## src/rtl/wdt_pkg.sv

```systemverilog
// rtl/wdt_pkg.sv - shared constants, FSM encoding and helpers for the watchdog config controller
// Contents: default data/address width, watchdog timeout register address,
//           controller state encoding, one-hot requester helper.
package wdt_pkg;

   localparam int unsigned WDT_WIDTH            = 8;
   localparam logic [7:0]  WDT_TIMEOUT_REG_ADDR = 8'hA0;

   typedef enum logic [2:0] {
      ST_IDLE     = 3'd0,
      ST_W_SETUP  = 3'd1,
      ST_W_ACCESS = 3'd2,
      ST_R_SETUP  = 3'd3,
      ST_R_ACCESS = 3'd4,
      ST_DONE     = 3'd5
   } wdt_state_e;

   // Requester index to its one-hot position in the 2-wide pulse vectors.
   function automatic logic [1:0] wdt_onehot(input logic idx);
      return idx ? 2'b10 : 2'b01;
   endfunction

endpackage

```

## src/rtl/wdt_cfg_ctrl_if.sv

```systemverilog
// rtl/wdt_cfg_ctrl_if.sv - APB bus bundle between the config controller and the watchdog completer
// Signals: psel_o, penable_o, pwrite_o, paddr_o[WIDTH], pwdata_o[WIDTH]  (controller -> completer)
//          pready_i, prdata_i[WIDTH]                                     (completer -> controller)
// Modports: master (controller side), slave (completer side).
interface wdt_cfg_ctrl_if
   import wdt_pkg::*;
#(
   parameter int unsigned WIDTH = WDT_WIDTH
) ();

   logic             psel_o;
   logic             penable_o;
   logic             pwrite_o;
   logic [WIDTH-1:0] paddr_o;
   logic [WIDTH-1:0] pwdata_o;
   logic             pready_i;
   logic [WIDTH-1:0] prdata_i;

   modport master (
      output psel_o, penable_o, pwrite_o, paddr_o, pwdata_o,
      input  pready_i, prdata_i
   );

   modport slave (
      input  psel_o, penable_o, pwrite_o, paddr_o, pwdata_o,
      output pready_i, prdata_i
   );

endinterface

```

## src/rtl/wdt_rr_arb2.sv

```systemverilog
// rtl/wdt_rr_arb2.sv - two-way round-robin arbiter
// Ports: clk_i, rst_ni (async active-low)
//        req_i[2]    request vector
//        accept_i    the current grant is taken; moves the priority pointer
//        gnt_o[2]    one-hot grant (combinational, zero when nothing requests)
module wdt_rr_arb2
   import wdt_pkg::*;
(
   input  logic       clk_i,
   input  logic       rst_ni,
   input  logic [1:0] req_i,
   input  logic       accept_i,
   output logic [1:0] gnt_o
);

   // prio_q names the requester that wins a tie; reset favours requester 0.
   logic prio_q;
   logic prio_d;

   always_comb begin
      gnt_o  = 2'b00;
      prio_d = prio_q;
      case (req_i)
         2'b01:   gnt_o = 2'b01;
         2'b10:   gnt_o = 2'b10;
         2'b11:   gnt_o = wdt_onehot(prio_q);
         default: gnt_o = 2'b00;
      endcase
      // Whoever was just served yields the next tie to the other side.
      if (accept_i && (|req_i)) begin
         prio_d = gnt_o[0];
      end
   end

   always_ff @(posedge clk_i or negedge rst_ni) begin
      if (!rst_ni) begin
         prio_q <= 1'b0;
      end else begin
         prio_q <= prio_d;
      end
   end

endmodule

```

## src/rtl/wdt_cfg_ctrl.sv

```systemverilog
// rtl/wdt_cfg_ctrl.sv - watchdog timeout programming controller with optional readback verify
// Ports: pclk_i, prst_ni (async active-low)
//        req_i[2], req_data_i[2*WIDTH], req_verify_i[2]  requester side (level requests)
//        gnt_o[2], done_o[2], err_o[2]                  one-cycle one-hot pulses
//        busy_o                                          transaction in flight
//        apb (wdt_cfg_ctrl_if.master)                    APB master to the watchdog
module wdt_cfg_ctrl
   import wdt_pkg::*;
#(
   parameter int unsigned      WIDTH            = WDT_WIDTH,
   parameter logic [WIDTH-1:0] TIMEOUT_REG_ADDR = WIDTH'(WDT_TIMEOUT_REG_ADDR),
   parameter int unsigned      MAX_RETRY        = 2,
   parameter int unsigned      RDY_LIMIT        = 15
) (
   input  logic               pclk_i,
   input  logic               prst_ni,
   input  logic [1:0]         req_i,
   input  logic [2*WIDTH-1:0] req_data_i,
   input  logic [1:0]         req_verify_i,
   output logic [1:0]         gnt_o,
   output logic [1:0]         done_o,
   output logic [1:0]         err_o,
   output logic               busy_o,
   wdt_cfg_ctrl_if.master     apb
);

   localparam int unsigned      RW        = $clog2(MAX_RETRY + 2);
   localparam int unsigned      WW        = $clog2(RDY_LIMIT + 1);
   localparam logic [RW-1:0]    RETRY_MAX = RW'(MAX_RETRY);
   // Last access cycle index (counted from 0) before the wait is abandoned.
   localparam logic [WW-1:0]    WAIT_LAST = WW'(RDY_LIMIT - 1);

   wdt_state_e       state_q,  state_d;
   logic             owner_q,  owner_d;
   logic [WIDTH-1:0] data_q,   data_d;
   logic             verify_q, verify_d;
   logic             err_q,    err_d;
   logic [RW-1:0]    retry_q,  retry_d;
   logic [WW-1:0]    wait_q,   wait_d;

   logic [1:0] arb_gnt;
   logic       arb_accept;
   logic       owner_sel;
   logic       in_setup;
   logic       in_access;

   wdt_rr_arb2 u_arb (
      .clk_i    (pclk_i),
      .rst_ni   (prst_ni),
      .req_i    (req_i),
      .accept_i (arb_accept),
      .gnt_o    (arb_gnt)
   );

   assign owner_sel = arb_gnt[1];

   always_comb begin
      state_d    = state_q;
      owner_d    = owner_q;
      data_d     = data_q;
      verify_d   = verify_q;
      err_d      = err_q;
      retry_d    = retry_q;
      wait_d     = wait_q;
      arb_accept = 1'b0;

      case (state_q)
         ST_IDLE: begin
            if (|req_i) begin
               arb_accept = 1'b1;
               owner_d    = owner_sel;
               data_d     = owner_sel ? req_data_i[2*WIDTH-1:WIDTH] : req_data_i[WIDTH-1:0];
               verify_d   = req_verify_i[owner_sel];
               err_d      = 1'b0;
               retry_d    = '0;
               wait_d     = '0;
               state_d    = ST_W_SETUP;
            end
         end

         ST_W_SETUP: state_d = ST_W_ACCESS;

         ST_W_ACCESS: begin
            if (apb.pready_i) begin
               wait_d  = '0;
               state_d = verify_q ? ST_R_SETUP : ST_DONE;
            end else if (wait_q == WAIT_LAST) begin
               err_d   = 1'b1;
               state_d = ST_DONE;
            end else begin
               wait_d = wait_q + 1'b1;
            end
         end

         ST_R_SETUP: state_d = ST_R_ACCESS;

         ST_R_ACCESS: begin
            if (apb.pready_i) begin
               wait_d = '0;
               if (apb.prdata_i == data_q) begin
                  state_d = ST_DONE;
               end else if (retry_q < RETRY_MAX) begin
                  // Retry counter only grows while below the limit, so it never wraps.
                  retry_d = retry_q + 1'b1;
                  state_d = ST_W_SETUP;
               end else begin
                  err_d   = 1'b1;
                  state_d = ST_DONE;
               end
            end else if (wait_q == WAIT_LAST) begin
               err_d   = 1'b1;
               state_d = ST_DONE;
            end else begin
               wait_d = wait_q + 1'b1;
            end
         end

         ST_DONE: state_d = ST_IDLE;

         default: state_d = ST_IDLE;
      endcase
   end

   always_ff @(posedge pclk_i or negedge prst_ni) begin
      if (!prst_ni) begin
         state_q  <= ST_IDLE;
         owner_q  <= 1'b0;
         data_q   <= '0;
         verify_q <= 1'b0;
         err_q    <= 1'b0;
         retry_q  <= '0;
         wait_q   <= '0;
      end else begin
         state_q  <= state_d;
         owner_q  <= owner_d;
         data_q   <= data_d;
         verify_q <= verify_d;
         err_q    <= err_d;
         retry_q  <= retry_d;
         wait_q   <= wait_d;
      end
   end

   assign in_setup  = (state_q == ST_W_SETUP)  || (state_q == ST_R_SETUP);
   assign in_access = (state_q == ST_W_ACCESS) || (state_q == ST_R_ACCESS);

   // Address and data are parked at zero whenever the bus is not selected.
   assign apb.psel_o    = in_setup || in_access;
   assign apb.penable_o = in_access;
   assign apb.pwrite_o  = (state_q == ST_W_SETUP) || (state_q == ST_W_ACCESS);
   assign apb.paddr_o   = apb.psel_o ? TIMEOUT_REG_ADDR : '0;
   assign apb.pwdata_o  = apb.psel_o ? data_q : '0;

   // The grant is a Mealy pulse in IDLE; reset masks it so every output is low while held.
   assign gnt_o  = ((state_q == ST_IDLE) && prst_ni) ? arb_gnt : 2'b00;
   assign busy_o = (state_q != ST_IDLE);
   assign done_o = (state_q == ST_DONE) ? wdt_onehot(owner_q) : 2'b00;
   assign err_o  = ((state_q == ST_DONE) && err_q) ? wdt_onehot(owner_q) : 2'b00;

endmodule

```

## src/flat_wrapper.sv

```systemverilog
// flat-port wrapper written by rule: the top's interface ports become plain ports
module wdt_cfg_ctrl_flat import wdt_pkg::*;
#(
   parameter int unsigned      WIDTH            = WDT_WIDTH,
   parameter logic [WIDTH-1:0] TIMEOUT_REG_ADDR = WIDTH'(WDT_TIMEOUT_REG_ADDR),
   parameter int unsigned      MAX_RETRY        = 2,
   parameter int unsigned      RDY_LIMIT        = 15
)
  (pclk_i, prst_ni, req_i, req_data_i, req_verify_i, gnt_o, done_o, err_o, busy_o, apb_psel_o, apb_penable_o, apb_pwrite_o, apb_paddr_o, apb_pwdata_o, apb_pready_i, apb_prdata_i);
  wdt_cfg_ctrl_if #(.WIDTH(WIDTH)) apb_i ();
  input  logic pclk_i;
  input  logic prst_ni;
  input  logic [1:0] req_i;
  input  logic [2*WIDTH-1:0] req_data_i;
  input  logic [1:0] req_verify_i;
  output logic [1:0] gnt_o;
  output logic [1:0] done_o;
  output logic [1:0] err_o;
  output logic busy_o;
  output wire logic [$bits(apb_i.psel_o)-1:0] apb_psel_o;
  output wire logic [$bits(apb_i.penable_o)-1:0] apb_penable_o;
  output wire logic [$bits(apb_i.pwrite_o)-1:0] apb_pwrite_o;
  output wire logic [$bits(apb_i.paddr_o)-1:0] apb_paddr_o;
  output wire logic [$bits(apb_i.pwdata_o)-1:0] apb_pwdata_o;
  input wire logic [$bits(apb_i.pready_i)-1:0] apb_pready_i;
  input wire logic [$bits(apb_i.prdata_i)-1:0] apb_prdata_i;
  assign apb_psel_o = apb_i.psel_o;
  assign apb_penable_o = apb_i.penable_o;
  assign apb_pwrite_o = apb_i.pwrite_o;
  assign apb_paddr_o = apb_i.paddr_o;
  assign apb_pwdata_o = apb_i.pwdata_o;
  assign apb_i.pready_i = apb_pready_i;
  assign apb_i.prdata_i = apb_prdata_i;
  wdt_cfg_ctrl #(.WIDTH(WIDTH), .TIMEOUT_REG_ADDR(TIMEOUT_REG_ADDR), .MAX_RETRY(MAX_RETRY), .RDY_LIMIT(RDY_LIMIT)) u_core (.pclk_i(pclk_i), .prst_ni(prst_ni), .req_i(req_i), .req_data_i(req_data_i), .req_verify_i(req_verify_i), .gnt_o(gnt_o), .done_o(done_o), .err_o(err_o), .busy_o(busy_o), .apb(apb_i));
endmodule
```

## config.mk

```make
export PLATFORM = sky130hd
export DESIGN_NAME = wdt_cfg_ctrl_flat
export DESIGN_NICKNAME = d
export VERILOG_FILES = /design/src/rtl/wdt_pkg.sv /design/src/rtl/wdt_cfg_ctrl_if.sv /design/src/rtl/wdt_rr_arb2.sv /design/src/rtl/wdt_cfg_ctrl.sv /design/src/flat_wrapper.sv
export SDC_FILE = /design/constraint.sdc
export NUM_CORES = 1
export LEC_CHECK = 0
export ABC_AREA = 1
export CORE_AREA = 2 2 50 86
export CTS_CLUSTER_DIAMETER = 80
export DETAILED_ROUTE_END_ITERATION = 8
export DIE_AREA = 0 0 52 88
export HOLD_SLACK_MARGIN = 0.06
export PLACE_DENSITY = 0.83
export SYNTH_ARGS = -nofsm -noshare
export SYNTH_HDL_FRONTEND = slang
export SYNTH_SLANG_ARGS = --single-unit
```

## constraint.sdc

```tcl
create_clock -name pclk_i -period 1.3 [get_ports pclk_i]
set_input_delay 0.195 -clock pclk_i [delete_from_list [all_inputs] [get_ports pclk_i]]
set_output_delay 0.195 -clock pclk_i [all_outputs]
set_load 0.02 [all_outputs]
```

==> key figures, run 1 <==
Worst setup path
  – Number of cells on the worst reg-to-reg path: 12
  – Crit path capture type: primary output
  – R2r startpoint: u_core.state_q[1]$_DFFE_PN0P_
  – Critical Path AT: ~1.6 ns
  – FF-to-FF setup slack: -0.40 ns
  – Critical path type: reg2out
  – Critical path required time: about 1.1 ns
  – Worst setup SP type: flip-flop
  – RR Endpoint: u_core.err_q$_DFFE_PN0P_
  – Crit path max fanout: 5

STA
  – Min Tclk post-route: around 1.8 ns
  – Fin. Hold Viols: 0
  – Max frequency: about 0.57 GHz
  – Final Max Tran Viols: 0
  – TNS Setup: -10.13 ns
  – Setup Skew: roughly 0.0023 ns
  – Final worst setup slack: -0.4510 ns
  – Final number of setup-violating endpoints: 40
  – Fin crit share: 1.347
  – Unrepaired setup endpoints after global routing: true

GRT
  – GR Util met3: 0.01365
  – Gr ovfl total: 0
  – Number of global-route vias before repair: ~1.7k
  – Global Route Usage Sum: 0.2271
  – Met1 Usage GRT: 0.2309
  – GR peak layer: met2
  – Initial antenna violation count: 0
  – Largest net degree at the start of global routing: 22
  – First-pass GRT wire length: around 7700 um
  – Met2 Use GR: 0.4488

Drt
  – Via count: about 1.8k
  – Initial DRC Count: 44
  – DRT Pass-1 Iters: 4
  – DRC: 0
  – Total Routed Length: roughly 4900 um
  – Routed Antenna Nets: 0
  – WL/cell: between 10 and 15 um
  – Via density: 4.933

Clock tree
  – H-tree Lvls: 1
  – Total CTS buffers: 3
  – CTS Root Cell: clkbuf_8
  – CTS tree: yes
  – Cts hold-fix bufs: 0
  – Clock-pin slew on the worst setup and hold paths: 0.08 ns
  – Clock tree sinks: 21
  – Clock latency on the worst-skew pair: around 0.27 ns
  – CTS max path bufs: 2

Outcome
  – Outcome: finished, violations left
  – Failing checks: setup timing

Floorplan
  – Core area: just under 4000 um2
  – Cell Rows: 30
  – Chip Height: a little under 90 um
  – Die area: between 4000 and 5000 um2
  – Ports: 57
  – Initial Utilization: 0.3838
  – Die Width: about 52 um

Power and ir drop
  – Total power: around 6500 uW
  – Lkg Pwr: 0.001328 uW
  – Max rail drop VDD: approximately 0.0016 V
  – PD cells: between 2000 and 2500 nW/um2

Synth
  – Syn. warnings: 0
  – Synthesized area: roughly 1500 um2
  – Syn Area/Cell: between 6 and 7 um2
  – Synth Register Bits: 21
  – Synth cell types: 32
  – Syn Inst Count: between 200 and 250
  – Seq/Total Area, Yosys: 0.3541

Place
  – HPWL Detailed: around 3200 um
  – Cell Area, Placed: approximately 2200 um2
  – Buffers on Ports: 50
  – Routability cong.: 0.8363

Layout
  – Finished Cell Area: ~2600 um2
  – Total Nets Final: about 350
  – Utilization after layout: 0.6754
  – Area growth syn-to-layout: 75.97%
  – ANT cells: 0
  – Fill cells: between 200 and 300
  – Ratio of cells with drive above 1 in the final layout: 0.4244

Worst hold path
  – Worst hold-check path type: in2async

Run
  – Max-Cap Viols: 0
[sequential cells by signal, indices dropped and copies added, names as in the netlist]
signal / count
u_core.u_arb.prio_q: 1
u_core.retry_q: 2
u_core.verify_q: 1
u_core.wait_q: 4
u_core.err_q: 1
u_core.state_q: 3
u_core.owner_q: 1
u_core.data_q: 8
[per-stage QoR]
stage               instances  hold slack [ns]  setup slack (ns)
finish                    359           0.3134           -0.4510
global route              359           0.3579           -0.5028
CTS                       353           0.3197           -0.4109
detailed placement        337           0.4840           -0.7469
global placement          337           0.4748           -0.7389
floorplan                 220          -0.1006           -0.1900
[placed cells by master (no fill, tap or decap), drive strengths merged]
cell / Yosys / routed
clkdlybuf4s50: 0 / 30
clkbuf: 1 / 3
ha: 2 / 2
o22ai: 5 / 5
o211ai: 2 / 2
nand3b: 1 / 1
a31o: 1 / 1
dfrtp: 21 / 21
conb: 1 / 6
o21ai: 19 / 20
nand2: 59 / 59
nor2: 26 / 26
xnor2: 3 / 3
nand4: 4 / 4
a31oi: 1 / 1
inv: 40 / 40
a21oi: 3 / 3
or2: 2 / 2
nor3: 4 / 4
clkinv: 0 / 1
buf: 9 / 66
nor3b: 1 / 1
nand3: 10 / 10
[cell type report]
cell class | count | area, um2 | share of cell area
multi-input cells | 150 | 945.9 | 0.3622
repair buffers | 96 | 875.8 | 0.3354
flip-flops and latches | 21 | 528.0 | 0.2022
inverters | 40 | 155.1 | 0.05942
well taps | 48 | 60.06 | 0.02300
clock buffers | 3 | 41.29 | 0.01581
clock inverters | 1 | 5.005 | 0.001917
[worst max-delay path by stage]
| stage | startpoint | to | slack (ns) | cells after the start |
|---|---|---|---|---|
| after global routing | u_core.state_q[0]$_DFFE_PN0P_ | gnt_o[0] | -0.50 | 10 |
| after CTS | u_core.state_q[1]$_DFFE_PN0P_ | gnt_o[0] | -0.41 | 10 |
| final | u_core.state_q[1]$_DFFE_PN0P_ | gnt_o[0] | -0.45 | 10 |
| after detailed placement | req_i[0] | gnt_o[0] | -0.75 | 8 |
| after floorplan | u_core.state_q[0]$_DFFE_PN0P_ | gnt_o[0] | -0.19 | 9 |
| after global placement | req_i[0] | gnt_o[0] | -0.74 | 8 |
[report_power, final]
part / internal [uW] / switching, uW / total (uW)
Clock: 215 / 237 / 452
Sequential: 934 / 270 / 1200
Combinational: 2300 / 2500 / 4800
[cell usage after synthesis, drive strengths merged]
cell | instances | share of area
a21oi | 3 | 0.010
a31o | 1 | 0.0059
a31oi | 1 | 0.0042
buf | 9 | 0.048
clkbuf | 1 | 0.0025
conb | 1 | 0.0025
dfrtp | 21 | 0.35
ha | 2 | 0.017
inv | 40 | 0.10
nand2 | 59 | 0.16
nand3 | 10 | 0.040
nand3b | 1 | 0.0051
nand4 | 4 | 0.017
nor2 | 26 | 0.085
nor3 | 4 | 0.013
nor3b | 1 | 0.0084
o211ai | 2 | 0.013
o21ai | 19 | 0.067
o22ai | 5 | 0.021
or2 | 2 | 0.0084
xnor2 | 3 | 0.018
[what timing repair did]
action	in CTS	in global routing
setup buffers	12	8
pin swaps	16	19
endpoints found under the setup margin	38	40
gates cloned	1	0
gates resized for setup	145	35
[metal layers]
layer  up-vias  wire, um
met1       846      1713
met2        53      2896
li1        857         -
met5         -         0
met4         0       174
met3        15       129
[cells by family after synthesis]
| family | Yosys count | share of synthesized area |
|---|---|---|
| AO/OA/AOI/OAI | 31 | 0.1214 |
| XOR/XNOR | 3 | 0.01771 |
| adder cells (fa/ha/maj) | 2 | 0.01686 |
| buffers and inverters | 50 | 0.1518 |
| flip-flops | 21 | 0.3541 |
| other | 1 | 0.002527 |
| AND/OR/NAND/NOR | 107 | 0.3356 |
[critical path, cell delays in order, from the launching register on]
cell and delay [ns]:
dfrtp_2 0.47, inv_2 0.10, nand2_4 0.06, nor2_4 0.12, inv_4 0.06, nor2_8 0.08, inv_2 0.05, nor2_4 0.09
inv_2 0.05, nor2_4 0.07, buf_6 0.12
Power figures use the tool's default switching activity.
==> inputs of run 2 (changes only) <==
CAP_MARGIN = 25   (was unset)
==> results of run 2 <==
Same layout as run 1: the final DEF is identical, and so are final timing and power.
==> edit 1: new RTL, config.mk and constraints of run 1 <==
Make the reset (`prst_ni` and `rst_ni`) synchronous in 2 clocked blocks. Comments in the files are not updated.
--- a/src/rtl/wdt_rr_arb2.sv
+++ b/src/rtl/wdt_rr_arb2.sv
@@ -32,7 +32,7 @@
       end
    end
 
-   always_ff @(posedge clk_i or negedge rst_ni) begin
+   always_ff @(posedge clk_i) begin
       if (!rst_ni) begin
          prio_q <= 1'b0;
       end else begin
--- a/src/rtl/wdt_cfg_ctrl.sv
+++ b/src/rtl/wdt_cfg_ctrl.sv
@@ -121,7 +121,7 @@
       endcase
    end
 
-   always_ff @(posedge pclk_i or negedge prst_ni) begin
+   always_ff @(posedge pclk_i) begin
       if (!prst_ni) begin
          state_q  <= ST_IDLE;
          owner_q  <= 1'b0;
Behaviour: differs if prst_ni is asserted again (counterexample within 4 cycles, from zero or initial values and one cycle with prst_ni low); with prst_ni held inactive, the same outputs for 10 cycles.
==> edit 1 against run 1 <==
Highest routed layer unchanged; routed wire length up 19%; core utilization up 5.5 points; worst setup slack gained 130 ps; the flow still finishes with violations (setup timing); first-iteration DRC count grew 14%; design area increased by 8.1%; hold slack better by 180 ps; register-to-register slack improved by 110 ps; area after synthesis rose by 2.0%; sequential cell count did not move.
Power is not compared: it rests on default switching activity, and its combinational part moved more than twofold at a synthesized area within 25%.
==> edit 1: results (changes against run 1) <==
- Wire per inst: 15.2 um (+11%)
- Outcome: complete, but fails checks
- Post-synth ARST share: 0 (-1.00)
- Top_reg_cell synth: dfxtp_1
- Distinct cells, synth: 31 (-3.1%)
- Skew final: 2.16 ps (-0.151 ps)
- Global-route wire length before repair: 7.88 mm (+2.3%)
- Worst min-delay path startpoint: u_core.data_q[5]$_SDFFE_PN0P_
- Nets@finish: 370 (+7.2%)
- Placed cells: 363 (+7.7%)
- Hold/Removal Path Class: flop to flop
- Hold path cells: 2
- Vias in the first global route: 1,830 (+5.4%)
- Via density: 5.07 (+2.7%)
- Largest net degree at the start of global routing: 15 (-32%)
- Final GP Congestion: 0.916 (+9.5%)
- Vias: 1,945 (+9.8%)
- Worst endpoint data arrival time: 1430 ps (-130 ps)
- Syn_area_per_cell: 6.10 sq um (-12%)
- Setup slack after placement: -731 ps (+15.7 ps)
- Antenna violations before repair: 0 (unchanged)
- Ys Warns: 0 (unchanged)
- Register area share after synthesis: 0.278 (-0.0764)
- Critical R2R Launch: u_core.state_q[1]$_SDFFE_PN0P_
- CP peak stage delay: 400 ps (-70 ps)
- Min Hold Slack: 495 ps (+182 ps)
- CP delay by family, top: flip-flops
- Worst-path fanout max: 6 (+1)
- Leak pwr: 1.34 nW
- Slowest CP cell: dfxtp_4
- Post-synth EDFFs: 0 (unchanged)
- DR iter-0 viols: 50 (+14%)
- DP HPWL: 3.29 mm (+2.0%)
- Top post-synthesis cells by count: nand2_1, inv_1, dfxtp_1, nor2_1, a21oi_1
- R2R Path End: u_core.wait_q[0]$_SDFFE_PN0P_
- Final Setup Violations: 37 (-7.5%)
- Port-buffer cells: 50 (unchanged)
- R2R setup slack: -290 ps (+110 ps)
- Leading post-synthesis cells by cell area: dfxtp_1, nand2_1, inv_1, a21oi_1, nor2_1
- Max-cap viol count: 0 (unchanged)
- Reg clk slew, reported paths: 80 ps (about the same)
- Hold Vio Cnt, Final: 0 (unchanged)
- Setup ws final: -323 ps (+128 ps)
- Failing checks: setup timing
- Root buffer cell: clkbuf_8
- All-Layer GR Usage: 0.227 (-0.000577)
- CTS Buf Count: 3 (unchanged)
- Share of cells above drive strength 1: 0.482 (+0.0577)
- Later-pin clock latency in the skew report: 270 ps (about the same)
- R2R depth: 8 (-4)
- Biggest regs: u_core.data_q: 8 flops, u_core.wait_q: 4 flops, u_core.state_q: 3 flops
- IR drop worst, VDD: between 0.8 and 0.9 mV
-- edit 1: what timing repair did --
action | in CTS | in global routing
gates resized for setup | 141 | 83
endpoints found under the setup margin | 36 | 39
buffers inserted | 8 | 13
pin swaps | 14 | 44
cloned | 1 | 0
-- edit 1: layout make-up --
class | count | area [sq um]
multi-input cells | 166 | 1160
well taps | 48 | 60.1
clock buffers | 3 | 41.3
inverters | 54 | 226
clock inverters | 1 | 5.00
fillers | 251 | 1040
flip-flops and latches | 21 | 447
repair buffers | 91 | 881
-- edit 1: how the worst max path moves through the flow --
stage / slack, ps / from / to / depth (start not counted)
2_1_floorplan: -5 / u_core.state_q[1]$_SDFFE_PN0P_ / gnt_o[1] / 4
3_3_place_gp: -700 / req_i[0] / gnt_o[0] / 8
3_5_place_dp: -730 / req_i[0] / gnt_o[0] / 8
4_1_cts: -260 / u_core.state_q[0]$_SDFFE_PN0P_ / apb_pwdata_o[1] / 8
5_1_grt: -390 / u_core.state_q[1]$_SDFFE_PN0P_ / apb_pwdata_o[5] / 8
6_report: -320 / u_core.state_q[0]$_SDFFE_PN0P_ / apb_pwdata_o[5] / 8
-- edit 1: per-stage QoR --
stage	setup TNS [ps]	instance area, sq um
final	-6880	2820
after global routing	-9120	2820
after CTS	-5250	2450
after detailed placement	-15300	2240
after global placement	-14210	2240
after floorplan	-4.85	1580
-- edit 1: cell families after synthesis --
family          synth area share
xor+xnor                  0.0174
simple gates               0.354
compound gates             0.140
fa+ha+maj                 0.0165
other cells              0.00248
buf+inv                    0.192
flops                      0.278
-- edit 1: power by group --
group,total (mW),leakage [nW],switching (mW),internal (mW)
combinational,1.70,1.13,0.891,0.812
clock,0.463,0.0255,0.248,0.215
sequential,0.846,0.178,0.109,0.737
-- edit 1: worst min-delay path, stage by stage (launching register included) --
cell	delay [ps]
dfxtp_2	340
nand2_1	60
a21oi_1	50
-- edit 1: layer usage --
layer	GRT usage	vias up	routed length, um	part of all wire
met5	0	-	0	0
met1	0.224	913	2040	0.35
li1	-	933	-	-
met4	0.132	0	237	0.041
met3	0.0341	22	226	0.039
met2	0.427	77	3340	0.57
==> edit 2: new RTL, settings of run 1 <==
Without the edit above. `MAX_RETRY` is set to 2 in 2 places; all go to 8.
--- a/src/rtl/wdt_cfg_ctrl.sv
+++ b/src/rtl/wdt_cfg_ctrl.sv
@@ -9,7 +9,7 @@
 #(
    parameter int unsigned      WIDTH            = WDT_WIDTH,
    parameter logic [WIDTH-1:0] TIMEOUT_REG_ADDR = WIDTH'(WDT_TIMEOUT_REG_ADDR),
-   parameter int unsigned      MAX_RETRY        = 2,
+   parameter int unsigned      MAX_RETRY        = 8,
    parameter int unsigned      RDY_LIMIT        = 15
 ) (
    input  logic               pclk_i,
--- a/src/flat_wrapper.sv
+++ b/src/flat_wrapper.sv
@@ -3,7 +3,7 @@
 #(
    parameter int unsigned      WIDTH            = WDT_WIDTH,
    parameter logic [WIDTH-1:0] TIMEOUT_REG_ADDR = WIDTH'(WDT_TIMEOUT_REG_ADDR),
-   parameter int unsigned      MAX_RETRY        = 2,
+   parameter int unsigned      MAX_RETRY        = 8,
    parameter int unsigned      RDY_LIMIT        = 15
 )
   (pclk_i, prst_ni, req_i, req_data_i, req_verify_i, gnt_o, done_o, err_o, busy_o, apb_psel_o, apb_penable_o, apb_pwrite_o, apb_paddr_o, apb_pwdata_o, apb_pready_i, apb_prdata_i);
Function: same outputs for any inputs over 10 cycles, from zero or initial values and one cycle with prst_ni low; that may be too few to reach the edited logic, so the function may still have changed.
==> edit 2 against run 1 <==
Critical path depth up 3; sequential cell count up 2; the flow still finishes with violations (setup timing); routed wire length up 40%; via count up 16%; critical endpoint is now u_core.wait_q[3]$_DFFE_PN0P_; combinational power up 12%; power up 10%; final cell count up 9.7%; highest routed layer unchanged; global-route usage up 4.1 points; first-iteration DRC count up 41%; worst setup slack worse by 5.8 ps; design area up 15%; area after synthesis up 11%.
==> edit 2: results (changes against run 1) <==
- Final core utilization: 0.779 (+0.103)
- Outcome: complete, but fails checks
- Skew final: 7.70 ps (+5.39 ps)
- Wire per inst: 17.4 um (+27%)
- WL met3: 274 um (+110%)
- Register area share after synthesis: 0.350 (-0.00379)
- Switching power: 3.33 mW (+11%)
- Nets@finish: 381 (+10%)
- Met2 routed WL: 3.96 mm (+37%)
- Setup ws final: -457 ps (-5.79 ps)
- Failing checks: setup timing
- Slowest CP cell: dfrtp_1
- Setup TNS: -12,000 ps (-1860 ps)
- Synth Instances: 238 (+11%)
- Post-synthesis compound-gate area fraction: 0.0800 (-0.0414)
- GR Util met3: 0.0512 (+0.0375)
- Setup slack after placement: -603 ps (+144 ps)
- Post-cts resize count: 155 (+6.9%)
- Design Power: 7.10 mW (+10%)
- DR iter-0 viols: 62 (+41%)
- Top post-synthesis cells by count: nand2_1, nor2_1, inv_1, dfrtp_1
- Worst endpoint data arrival time: 1960 ps (+400 ps)
- Final GP Congestion: 0.835 (-0.16%)
- Largest net degree at the start of global routing: 24 (+9.1%)
- Leading post-synthesis cells by cell area: dfrtp_1, nand2_1, nor2_1, inv_1, nand3b_1
- Grt met1 use: 0.235 (+0.00463)
- Worst-path fanout max: 8 (+3)
- Final Setup Violations: 42 (+5.0%)
- Fillers: 249 (-14%)
- CP delay by family, top: simple AND/OR/NAND/NOR gates
- Adder-cell share of the synthesized area: 0.0228 (+0.00599)
==> edit 2: path summary, 6_finish.rpt <==
check                                                   to                             from  slack, ps  cells after the start
min                           u_core.data_q[4]$_DFFE_PN0P_                          prst_ni        470                      2
max reg2reg                   u_core.wait_q[3]$_DFFE_PN0P_    u_core.state_q[1]$_DFFE_PN0P_       -460                     13
max in group asynchronous    u_core.state_q[0]$_DFFE_PN0P_                          prst_ni        560                      2
min reg2reg                u_core.u_arb.prio_q$_DFFE_PN0P_  u_core.u_arb.prio_q$_DFFE_PN0P_        500                      2
max                           u_core.wait_q[3]$_DFFE_PN0P_    u_core.state_q[1]$_DFFE_PN0P_       -460                     13
min in group pclk_i        u_core.u_arb.prio_q$_DFFE_PN0P_  u_core.u_arb.prio_q$_DFFE_PN0P_        500                      2
==> edit 2: final cells by class <==
class                      instances  share of cell area
tap                               48              0.0200
clock buffer                       4              0.0150
inverter                          38              0.0532
sequential                        23               0.192
timing repair buffer             109               0.355
multi-input combinational        172               0.365
